### src/rtl/uart_pkg.sv
// Shared UART definitions: baud constant, default oversampling and FSM state codes.
package uart_pkg;

  localparam int unsigned BAUD               = 9600;
  localparam int unsigned OVERSAMPLE_DEFAULT = 16;

  // IDLE/START/DATA/STOP match the transmitter's codes; GAP reuses its WAIT code (3'b100).
  typedef enum logic [2:0] {
    StIdle  = 3'b000,
    StStart = 3'b001,
    StData  = 3'b010,
    StStop  = 3'b011,
    StGap   = 3'b100
  } uart_state_e;

endpackage

### src/rtl/rx_sync.sv
// Multi-flop synchronizer for the asynchronous serial line; resets to the idle level (1).
module rx_sync #(
  parameter int unsigned STAGES = 2
) (
  input  logic clk_i,
  input  logic rst_i,
  input  logic d_i,
  output logic q_o
);

  logic [STAGES-1:0] sync_q;

  // Shift the line through the chain; reset to idle-high so no false start appears.
  always_ff @(posedge clk_i or posedge rst_i) begin
    if (rst_i) begin
      sync_q <= '1;
    end else begin
      sync_q[0] <= d_i;
      for (int i = 1; i < STAGES; i++) begin
        sync_q[i] <= sync_q[i-1];
      end
    end
  end

  assign q_o = sync_q[STAGES-1];

endmodule

### src/rtl/uart_rx_word.sv
// Two-frame 8N1 receiver: rebuilds a 16-bit word (low byte first) from an oversampled line.
module uart_rx_word
  import uart_pkg::*;
#(
  parameter int unsigned OVERSAMPLE       = OVERSAMPLE_DEFAULT, // even, >= 4
  parameter int unsigned GAP_TIMEOUT_BITS = 4,
  parameter int unsigned SYNC_STAGES      = 2
) (
  input  logic        clk_153k6hz,
  input  logic        rst,
  input  logic        rx,
  output logic [15:0] data,
  output logic        valid,
  output logic        fim1,
  output logic        frame_err,
  output logic        timeout_err,
  output logic [2:0]  state
);

  localparam int unsigned TickW    = $clog2(OVERSAMPLE);
  localparam int unsigned GapLimit = OVERSAMPLE * GAP_TIMEOUT_BITS;
  localparam int unsigned GapW     = $clog2(GapLimit);

  localparam logic [TickW-1:0] TickMid = TickW'(OVERSAMPLE / 2 - 1);
  localparam logic [TickW-1:0] TickEnd = TickW'(OVERSAMPLE - 1);
  localparam logic [GapW-1:0]  GapEnd  = GapW'(GapLimit - 1);

  logic              rxs;
  uart_state_e       state_q;
  logic [TickW-1:0]  tick_q;
  logic [2:0]        bitn_q;
  logic              byte_sel_q;
  logic [7:0]        shift_q;
  logic [7:0]        byte0_q;
  logic [GapW-1:0]   gap_q;
  logic [15:0]       data_q;
  logic              valid_q;
  logic              fim1_q;
  logic              frame_err_q;
  logic              timeout_err_q;

  rx_sync #(
    .STAGES (SYNC_STAGES)
  ) u_rx_sync (
    .clk_i (clk_153k6hz),
    .rst_i (rst),
    .d_i   (rx),
    .q_o   (rxs)
  );

  // Receive FSM with registered one-cycle status pulses.
  always_ff @(posedge clk_153k6hz or posedge rst) begin
    if (rst) begin
      state_q       <= StIdle;
      tick_q        <= '0;
      bitn_q        <= '0;
      byte_sel_q    <= 1'b0;
      shift_q       <= '0;
      byte0_q       <= '0;
      gap_q         <= '0;
      data_q        <= '0;
      valid_q       <= 1'b0;
      fim1_q        <= 1'b0;
      frame_err_q   <= 1'b0;
      timeout_err_q <= 1'b0;
    end else begin
      valid_q       <= 1'b0;
      fim1_q        <= 1'b0;
      frame_err_q   <= 1'b0;
      timeout_err_q <= 1'b0;
      unique case (state_q)
        StIdle: begin
          byte_sel_q <= 1'b0;
          if (!rxs) begin
            tick_q  <= '0;
            state_q <= StStart;
          end
        end
        StStart: begin
          if (tick_q == TickMid) begin
            tick_q <= '0;
            if (!rxs) begin
              bitn_q  <= '0;
              state_q <= StData;
            end else begin
              // Glitch: fall back to wherever we were waiting for a start edge.
              state_q <= byte_sel_q ? StGap : StIdle;
            end
          end else begin
            tick_q <= tick_q + 1'b1;
          end
        end
        StData: begin
          if (tick_q == TickEnd) begin
            tick_q          <= '0;
            shift_q[bitn_q] <= rxs;
            if (bitn_q == 3'd7) begin
              state_q <= StStop;
            end else begin
              bitn_q <= bitn_q + 1'b1;
            end
          end else begin
            tick_q <= tick_q + 1'b1;
          end
        end
        StStop: begin
          // Decide at the stop-bit midpoint so a back-to-back start edge is not missed.
          if (tick_q == TickEnd) begin
            tick_q <= '0;
            if (!rxs) begin
              frame_err_q <= 1'b1;
              byte_sel_q  <= 1'b0;
              state_q     <= StIdle;
            end else if (!byte_sel_q) begin
              byte0_q    <= shift_q;
              fim1_q     <= 1'b1;
              byte_sel_q <= 1'b1;
              gap_q      <= '0;
              state_q    <= StGap;
            end else begin
              data_q     <= {shift_q, byte0_q};
              valid_q    <= 1'b1;
              byte_sel_q <= 1'b0;
              state_q    <= StIdle;
            end
          end else begin
            tick_q <= tick_q + 1'b1;
          end
        end
        StGap: begin
          // Timeout takes priority over a start edge seen in the same cycle.
          if (gap_q == GapEnd) begin
            timeout_err_q <= 1'b1;
            byte_sel_q    <= 1'b0;
            state_q       <= StIdle;
          end else if (!rxs) begin
            tick_q  <= '0;
            state_q <= StStart;
          end else begin
            gap_q <= gap_q + 1'b1;
          end
        end
        default: state_q <= StIdle;
      endcase
    end
  end

  assign data        = data_q;
  assign valid       = valid_q;
  assign fim1        = fim1_q;
  assign frame_err   = frame_err_q;
  assign timeout_err = timeout_err_q;
  assign state       = state_q;

endmodule
### config.mk
export PLATFORM = sky130hd
export DESIGN_NAME = uart_rx_word
export DESIGN_NICKNAME = d
export VERILOG_FILES = /design/src/rtl/uart_pkg.sv /design/src/rtl/rx_sync.sv /design/src/rtl/uart_rx_word.sv
export SDC_FILE = /design/constraint.sdc
export NUM_CORES = 1
export LEC_CHECK = 0
export CORE_MARGIN = 5
export CORE_UTILIZATION = 25
export CTS_CLUSTER_SIZE = 25
export DETAILED_ROUTE_END_ITERATION = 16
export GPL_TIMING_DRIVEN = 0
export MAX_ROUTING_LAYER = met4
export PLACE_DENSITY = 0.52
export SETUP_SLACK_MARGIN = 0.4
export SLEW_MARGIN = 30
export SYNTH_ARGS = -nofsm -noshare
export SYNTH_HDL_FRONTEND = slang
export SYNTH_SLANG_ARGS = --single-unit
### constraint.sdc
create_clock -name clk_153k6hz -period 3.51 [get_ports clk_153k6hz]
set_clock_uncertainty 0.2 [all_clocks]
set_input_delay 0.351 -clock clk_153k6hz [delete_from_list [all_inputs] [get_ports clk_153k6hz]]
set_output_delay 0.351 -clock clk_153k6hz [all_outputs]
set_load 0.005 [all_outputs]
-- Word-level counts from Yosys, hierarchy flattened
Index checks and enable logic that the tools add are counted.
- flip-flop bits (word level): 55
- logic and storage cells: 99
- eq/ne operators: 19
- bitwise logic cells: 1
- $add $sub $neg: 3
- reduce and logical (&&, ||, !) cells: 15
- mux-type cells: 46
- order comparisons: 2
- operators by type and width (operator ; number):
    3-bit two-way mux ; 14
    6-bit two-way mux ; 5
    2-bit != test, second input constant ; 9
    1-bit two-way mux ; 16
    4-bit two-way mux ; 4
    4-bit one-hot mux with 4 select lines ; 1
    3-bit one-hot mux with 5 select lines ; 1
    6-bit one-hot mux with 2 select lines ; 1
    4-bit AND reduction ; 3
    8-bit bitwise mux ; 1
    6-bit by 1-bit adder with 6-bit output, second input constant ; 1
    3-bit by 2-bit equality test with 1-bit output, second input constant ; 2
    3-bit equality test, second input constant ; 2
    6-bit equality test, second input constant ; 1
    3-bit one-hot mux with 2 select lines ; 1
    6-bit AND reduction ; 1
    5-bit AND reduction ; 1
    4-bit by 1-bit adder with 4-bit output, second input constant ; 1
    4-bit by 3-bit equality test with 1-bit output, second input constant ; 1
    4-bit equality test, second input constant ; 1
    3-bit by 4-bit < comparator with 1-bit output, second input constant ; 1
    2-bit by 1-bit != test with 1-bit output, second input constant ; 2
    2-bit AND reduction ; 2
    2-bit nonzero test ; 2
    other kinds (12) ; 12

-- Logic depth before layout (Yosys ltp)
Gate-level depths: netlist (run 1).
- word-level depth: 5
- depth in mapped cells: 7
- gate-level depth less buffers: 6

-- By module
A second synthesis (run 1) with hierarchy kept.
- cells, all modules: 210
- area, all modules: 2588.7 sq um
- by module, submodules not included (module ; times used ; area each (sq um) ; cells each):
    uart_rx_word ; 1 ; 2532.4 ; 207
    rx_sync ; 1 ; 56.3 ; 3

-- Least setup slack after synthesis (run 1)
OpenSTA, ideal clock, no wires.
- path kind: register -> register
- start: register tick_q[0]
- end: register data_q[0], in the netlist data[0]
- path slack: 1.493 ns
- stages on the path, launching flop included: 8
- setup time: 0.125 ns
- period minus slack after synthesis: 2.017 ns
- data arrival time: 1.692 ns
- buffers on the path: 2
- cell sequence: dfrtp_1 -> ha_1 -> and2_1 -> buf_4 -> and4_4 -> nand3_4 -> buf_6 -> mux2_4
- longest elaborated chain between the ends: 2
- ends and longest elaborated chain (what ; line ; RTL):
    from (decl) ; uart_rx_word.sv:30 ; logic [TickW-1:0] tick_q;
    from (signal assigned) ; uart_rx_word.sv:90 ; tick_q <= tick_q + 1'b1;
    from (signal assigned) ; uart_rx_word.sv:103 ; tick_q <= tick_q + 1'b1;
    from (signal assigned) ; uart_rx_word.sv:127 ; tick_q <= tick_q + 1'b1;
    4-bit equality test ; uart_rx_word.sv:108 ; if (tick_q == TickEnd) begin
    4-bit AND reduction (no line) ; n/a ;
    to (signal assigned) ; uart_rx_word.sv:121 ; data_q <= {shift_q, byte0_q};
    to (decl) ; uart_rx_word.sv:36 ; logic [15:0] data_q;
Every way passes these cells.
A chain may end at the register's enable or synchronous reset.

-- Worst setup path after layout (run 1)
Ends and elaborated chain as after synthesis.

==> summary.md, run 1 <==
| Metric | Value |
|---|---|
| Largest net degree at the start of global routing | 30 |
| Cell taking the most area after synthesis | dfrtp_1 |
| Largest family of logic cells by synthesized area | simple AND/OR/NAND/NOR gates |
| Initial drt markers | 48 |
| Placed instance area | 2974 sq um |
| First-pass GRT wire length | 8.970 mm |
| # H-tree levels | 2 |
| Hold-fix buffers, CTS | 0 |
| Hold Vio Cnt, Final | 0 |
| Final period demand of the worst path | 2.176 ns |
| Post-place setup slack | 1.335 ns |
| Detailed-placement wirelength estimate | 3.645 mm |
| Sink Count | 55 |
| Via count | 1748 |
| Worst-path fanout max | 10 |
| Area contributors post-synth | dfrtp_1 (52%), mux2_2 (6.7%), mux2_4 (5.3%), nand2_1 (5.2%), dfstp_2 (2.1%) |
| Final hold slack | 0.1624 ns |
| Hold Path Cell Cnt | 0 |
| RSZ-0062 raised after global routing | no |
| TNS Setup | 0 ns |
| CP Data Arrival Time | 2.18 ns |
| Required time of the critical path | 3.51 ns |
| Nets | 257 |
| Run status | complete, no violations |
| Endpoints failing setup | 0 |
| CP endpoint kind | flop |
| Avg Cell Area, Syn | 11.68 sq um |
| Routed wire length | 5.056 mm |
| Register bit count reported by yosys | 55 |
| Routability Congestion | 0.7459 |
| Final std cells w/o fill | 384 |
| Synth Area in Compound Gates | 0.08095 |
| Net count after synthesis | 224 |
| CORE AREA | 9819 sq um |
| Syn Inst Count | 217 |
| Fmax | 0.4597 GHz |
| Critical Path Max Stage Delay | 0.42 ns |
| Buffers inserted by post-CTS timing repair | 0 |
| Post-CTS Resized | 0 |
| Antenna diodes | 0 |
| Clock Path Buffers | 2 |
| Worst-Margin Slew | 0.4812 ns |
| CTS tree | yes |
| Worst setup SP type | flop |
| Post-route cell area | 3065 sq um |
| IR drop worst, VDD | 0.0001944 V |
| Pwr/cell area | 470.1 nW/um^2 |
| Leak Pwr | 0.001426 uW |
| Die Wd | 110.7 microns |
| Period utilization | 0.6198 |
| Drt wl/cell | 13.17 microns |
| Critical path class | reg2reg |
| Vias in the first global route | 1756 |
| Fraction of registers with async set/reset | 1.000 |
| Area share of the largest cell type after synthesis | 0.5232 |
| # placed instances | 376 |
| Simple-Gate Fraction of Synth Area | 0.1876 |
| GRT Overall Usage | 0.09034 |
| Mux contribution to synthesized area | 0.1323 |
| Grt total ovfl | 0 |
| Die H | 110.7 microns |
| CP cell instances | ha_1 -> and2_1 -> buf_4 -> and4_4 -> nand3_4 -> buf_6 -> mux2_4 |
| Min-delay worst type | reg2reg |
| PortBufs | 25 |
| Synth Area in Adders | 0.01974 |
| Worst R2R Path Depth | 7 |
| Area delta synth->final | 20.93% |
| Yosys warns | 0 |
| Post-synth EDFFs | 0 |
| Layout cells sized above 1 | 0.2112 |
| Initial Util | 0.2582 |
| Slew Limit Fails | 0 |
| Drt first pass iters | 4 |
| Ports | 26 |
| Worst-skew pair later-pin latency | 0.31 ns |
| Post-Synth XOR/XNOR Area | 0.006910 |
| PnR worst setup slack | 1.334 ns |
| Initial antenna violation count | 0 |
| Max Cap Violations | 0 |
| Register area share after synthesis | 0.5439 |
| DRC viols | 0 |
| Clock-pin slew on the worst setup and hold paths | 0.10 ns |
| Mapped Area | 2535 sq um |
| Root Driver | clkbuf_8 |
| Top_reg_cell synth | dfrtp_1 |
| CTS Buf Count | 5 |
| Worst rel slew slack | 0.6792 |
| Antenna viol nets, final | 0 |
| Die ar. | 12250 sq um |
| Yosys cell types | 51 |
| Vias/cell | 4.552 |
| Row count | 36 |
| Slowest CP cell | dfrtp_1 |
-- metrics by stage --
stage / utilization / power, uW
after floorplan: - / 992.7
after global routing: 0.3122 / 1544
after global placement: 0.3006 / 1081
final: 0.3122 / 1441
after CTS: 0.3122 / 1467
after detailed placement: 0.3029 / 1091
-- registers in the layout, summed over array words and instances, names as in the netlist, 2 cells and up --
register          count
shift_q               8
tick_q                4
state                 3
data                 16
gap_q                 6
byte0_q               8
u_rx_sync.sync_q      2
bitn_q                3
-- final timing paths --
check	startpoint	to	slack, ns
setup / recovery	tick_q[0]	data[0]	1.33
hold / removal	u_rx_sync.sync_q[0]	u_rx_sync.sync_q[1]	0.16
setup reg to reg	tick_q[0]	data[0]	1.33
hold reg to reg	u_rx_sync.sync_q[0]	u_rx_sync.sync_q[1]	0.16
max in group asynchronous	rst	u_rx_sync.sync_q[1]	2.39
min in group asynchronous	rst	data[2]	0.17
-- Yosys cell counts (2+ instances only) --
cell	number
nand2b_1	2
a21oi_1	4
nor4_1	3
a31oi_1	4
o211ai_1	3
nand4_1	3
mux2_2	15
a22o_1	4
or3b_1	2
dfrtp_1	53
o21ai_0	4
dfstp_2	2
nand2_1	35
buf_2	4
a31o_2	2
nor3b_1	2
clkbuf_1	5
nor2_1	7
nor3_1	4
nor2b_1	2
or4_1	2
ha_1	4
mux2_4	9
or3_1	2
mux2i_1	2
o2bb2ai_1	2
inv_1	3
nand3_1	10
-- area by class of cell --
class	count	area (sq um)
Buffer	11	57.56
Clock inverter	3	22.52
Fill cell	1068	6754
Tap cell	133	166.4
Clock buffer	5	68.82
Multi-Input combinational cell	147	1084
Inverter	4	17.52
Timing Repair Buffer	26	270.3
Sequential cell	55	1379
-- layer usage --
layer / vias to the layer above / wire length (microns) / GRT usage
li1: 850 / - / -
met1: 866 / 2616 / 0.1269
met2: 25 / 2181 / 0.1266
met3: 7 / 199 / 0.02675
met4: 0 / 58 / 0.02463
met5: - / 0 / -
-- placed cells by master, fill, tap and decap left out, types with 2 or more instances in the layout --
cell	count
a21oi_1	4
a22o_1	4
a31o_2	2
a31oi_1	4
buf_2	4
clkbuf_1	5
clkbuf_8	5
clkdlybuf4s50_1	25
dfrtp_1	53
dfstp_2	2
ha_1	4
inv_1	2
inv_6	2
mux2_2	15
mux2_4	9
mux2i_1	2
nand2_1	35
nand2b_1	2
nand3_1	10
nand4_1	3
nor2_1	7
nor2b_1	2
nor3_1	4
nor3b_1	2
nor4_1	3
o211ai_1	3
o21ai_0	4
o2bb2ai_1	2
or3_1	2
or3b_1	2
or4_1	2
-- where the power goes --
group / internal, uW / total [uW] / switching, uW / leakage, uW
Sequential: 685 / 741 / 56.5 / 0.000748
Combinational: 145 / 334 / 189 / 0.000630
Clock: 145 / 365 / 220 / 0.0000489
-- worst max-delay path, delay by kind of cell (launching register included) --
family        cells  cell delay, ns
fa+ha+maj         1            0.26
buf+inv           2            0.35
flops             1            0.42
mux               1            0.31
simple gates      3            0.52
-- cell families after synthesis --
kind of cell | count (synthesis)
flops | 55
fa+ha+maj | 4
buf+inv | 15
xor+xnor | 2
simple gates | 86
compound gates | 28
mux | 27
Power figures use the tool's default switching activity.
==> run 2: changes to the inputs <==
- clock period: 3.51 -> 2.2 ns (I/O delays scaled with it)
==> run 2 against run 1 <==
Register-to-register slack got worse by 1.1 ns. Critical path type unchanged. Utilization rose by 5.1 points. Critical path depth did not move. Highest routed layer unchanged. Critical endpoint is now data[12]. Largest power group unchanged.
==> summary.md, run 2 (synthesis results as in run 1) <==
| Metric | Value |
|---|---|
| Worst-Margin Slew | 0.5499 ns (+0.06876 ns) |
| Min-delay worst type | in2reg |
| Layout cells sized above 1 | 0.3849 (+0.1737) |
| Internal | 1797 uW (+84%) |
| Largest net degree at the start of global routing | 44 (+47%) |
| Via count | 1848 (+5.7%) |
| Switching Share | 0.3217 (-0.001706) |
| End of the critical path | data[12] |
| Endpoints failing setup | 0 (unchanged) |
| Share of total power in combinational logic | 0.332 (+0.100) |
| Clock Path Buffers | 2 (unchanged) |
| Commonest non-fill, non-tap cell in the layout | dfrtp_1 |
| Drt wl/cell | 13.14 microns (-0.19%) |
| Slew Limit Fails | 0 (unchanged) |
| Placed instance area | 3062 sq um (+2.9%) |
| Initial antenna violation count | 0 (unchanged) |
| Initial Util | 0.2582 (unchanged) |
| CORE AREA | 9819 sq um (unchanged) |
| Post-place setup slack | 0.08145 ns (-1.253 ns) |
| CP delay by family, top | simple AND/OR/NAND/NOR gates |
| Fmax | 0.5140 GHz (+12%) |
| Stages on worst setup path | 7 (unchanged) |
| Antenna diodes | 0 (unchanged) |
| CP cell instances | ha_2 -> and2_4 -> buf_6 -> and4_4 -> nand3_4 -> buf_12 -> mux2_4 |
| Required time of the critical path | 2.20 ns (-1.31 ns) |
| # placed instances | 376 (unchanged) |
| Post-route cell area | 3568 sq um (+16%) |
| DRC viols | 0 (unchanged) |
| Pwr/cell area | 742.3 nW/um^2 (+58%) |
| Worst-path fanout max | 5 (-5) |
| Worst path bufs/invs | 2 (unchanged) |
| Reg-to-reg endpoint | data[12] |
| Critical Path Max Stage Delay | 0.37 ns (-0.05 ns) |
| Leak Pwr | 0.001670 uW (+17%) |
| Area delta synth->final | 40.77% |
| Clock-pin slew on the worst setup and hold paths | 0.10 ns (about the same) |
| Row count | 36 (unchanged) |
| GRT Overall Usage | 0.09314 (+0.002806) |
| CTS Buf Count | 5 (unchanged) |
| Die Wd | 110.7 microns (unchanged) |
| Switch Pwr | 852.1 uW (+83%) |
| Die H | 110.7 microns (unchanged) |
| Drt first pass iters | 4 (unchanged) |
| PnR worst setup slack | 0.2544 ns (-1.080 ns) |
| CTS tree | yes |
| Final std cells w/o fill | 411 (+7.0%) |
| Max Cap Violations | 0 (unchanged) |
| Detailed-placement wirelength estimate | 3.601 mm (-1.2%) |
| Worst rel slew slack | 0.6334 (-0.04584) |
| Largest register FFs | 16 (unchanged) |
| CP Data Arrival Time | 1.94 ns (-0.24 ns) |
| First-pass GRT wire length | 9.349 mm (+4.2%) |
| Period utilization | 0.8844 (+0.2646) |
| CP endpoint kind | flop |
| Ports | 26 (unchanged) |
| Worst r2r src | tick_q[1] |
| Sink Count | 55 (unchanged) |
| Slowest CP cell | dfrtp_1 |
| Root Driver | clkbuf_8 |
| Grt total ovfl | 0 (unchanged) |
| Vias/cell | 4.496 (-1.2%) |
| Antenna viol nets, final | 0 (unchanged) |
| Worst R2R Path Depth | 7 (unchanged) |
| Hold Vio Cnt, Final | 0 (unchanged) |
| Sequential Power Share | 0.450 (-0.065) |
| IR drop worst, VDD | 0.0002512 V (+29%) |
| Initial drt markers | 85 (+77%) |
| # H-tree levels | 2 (unchanged) |
| Final period demand of the worst path | 1.946 ns (-0.2299 ns) |
| Routed wire length | 5.401 mm (+6.8%) |
| CP startpoint | tick_q[1] |
| Die ar. | 12250 sq um (unchanged) |
| Most frequent cells in the layout | dfrtp_1 (49), nand2_1 (33), clkdlybuf4s50_1 (22), buf_4 (20), mux2_4 (17) |
| Clock power share | 0.217 (-0.036) |
| Run status | complete, no violations |
| Critical path class | reg2reg |
| Final Util | 0.3634 (+0.05122) |
| R2R Setup Slk | 0.25 ns (-1.08 ns) |
| Worst-skew pair later-pin latency | 0.31 ns (about the same) |
| TNS Setup | 0 ns (unchanged) |
| Routability Congestion | 0.7785 (+4.4%) |
| RSZ-0062 raised after global routing | yes |
| Worst setup SP type | flop |
| Vias in the first global route | 1901 (+8.3%) |
| PortBufs | 25 (unchanged) |
| Nets | 284 (+11%) |
==> run 2: metrics by stage <==
step                      total power, uW  hold WS [ns]
final                                2649        0.1200
after global placement               1785        0.1466
after CTS                            2533        0.1146
after global routing                 2817        0.1189
after floorplan                      1640       0.02448
after detailed placement             1800        0.1470
==> run 2: worst min-delay path by stage <==
stage / startpoint / depth (start not counted) / to
finish: rx / 1 / u_rx_sync.sync_q[0]
floorplan: rx / 0 / u_rx_sync.sync_q[0]
global placement: u_rx_sync.sync_q[0] / 0 / u_rx_sync.sync_q[1]
CTS: rx / 1 / u_rx_sync.sync_q[0]
detailed placement: u_rx_sync.sync_q[0] / 0 / u_rx_sync.sync_q[1]
global route: rx / 1 / u_rx_sync.sync_q[0]
==> run 2: power by group through the flow <==
| stage | Sequential [uW] | Combinational [uW] | Clock, uW |
|---|---|---|---|
| floorplan | 1200 | 442 | 0 |
| global placement | 1220 | 564 | 0 |
| detailed placement | 1220 | 577 | 0 |
| CTS | 1180 | 744 | 605 |
| global route | 1210 | 975 | 636 |
| finish | 1190 | 880 | 576 |
==> run 2: cell type report <==
cell class	instances	area, sq um
tap	133	166.4
clock buffer	5	68.82
clock inverter	3	22.52
fill	1006	6251
inverter	4	20.02
multi-input combinational	147	1279
buffer	11	95.09
timing repair buffer	53	533.0
sequential	55	1384
==> run 2: worst reg2reg max path: stages, from the launching register on <==
cell	delay (ns)
dfrtp_1	0.37
ha_2	0.19
and2_4	0.14
buf_6	0.08
and4_4	0.20
nand3_4	0.16
buf_12	0.20
mux2_4	0.29
==> run 2: metal layers <==
metal  wire [microns]  vias to the layer above  global-route usage
met4               87                        0             0.02956
met1             2623                      921              0.1212
met2             2521                       23              0.1448
met5                0                        -                   -
li1                 -                      898                   -
met3              169                        6             0.02074
==> run 2: repair_timing <==
item                                    CTS  global route
endpoints found under the setup margin   43            43
buffers inserted                         16             9
cloned                                    1             0
hold endpoints to repair                 10             0
pin swaps                                 7            12
gates resized for setup                  23            31
hold buffers                              1             0
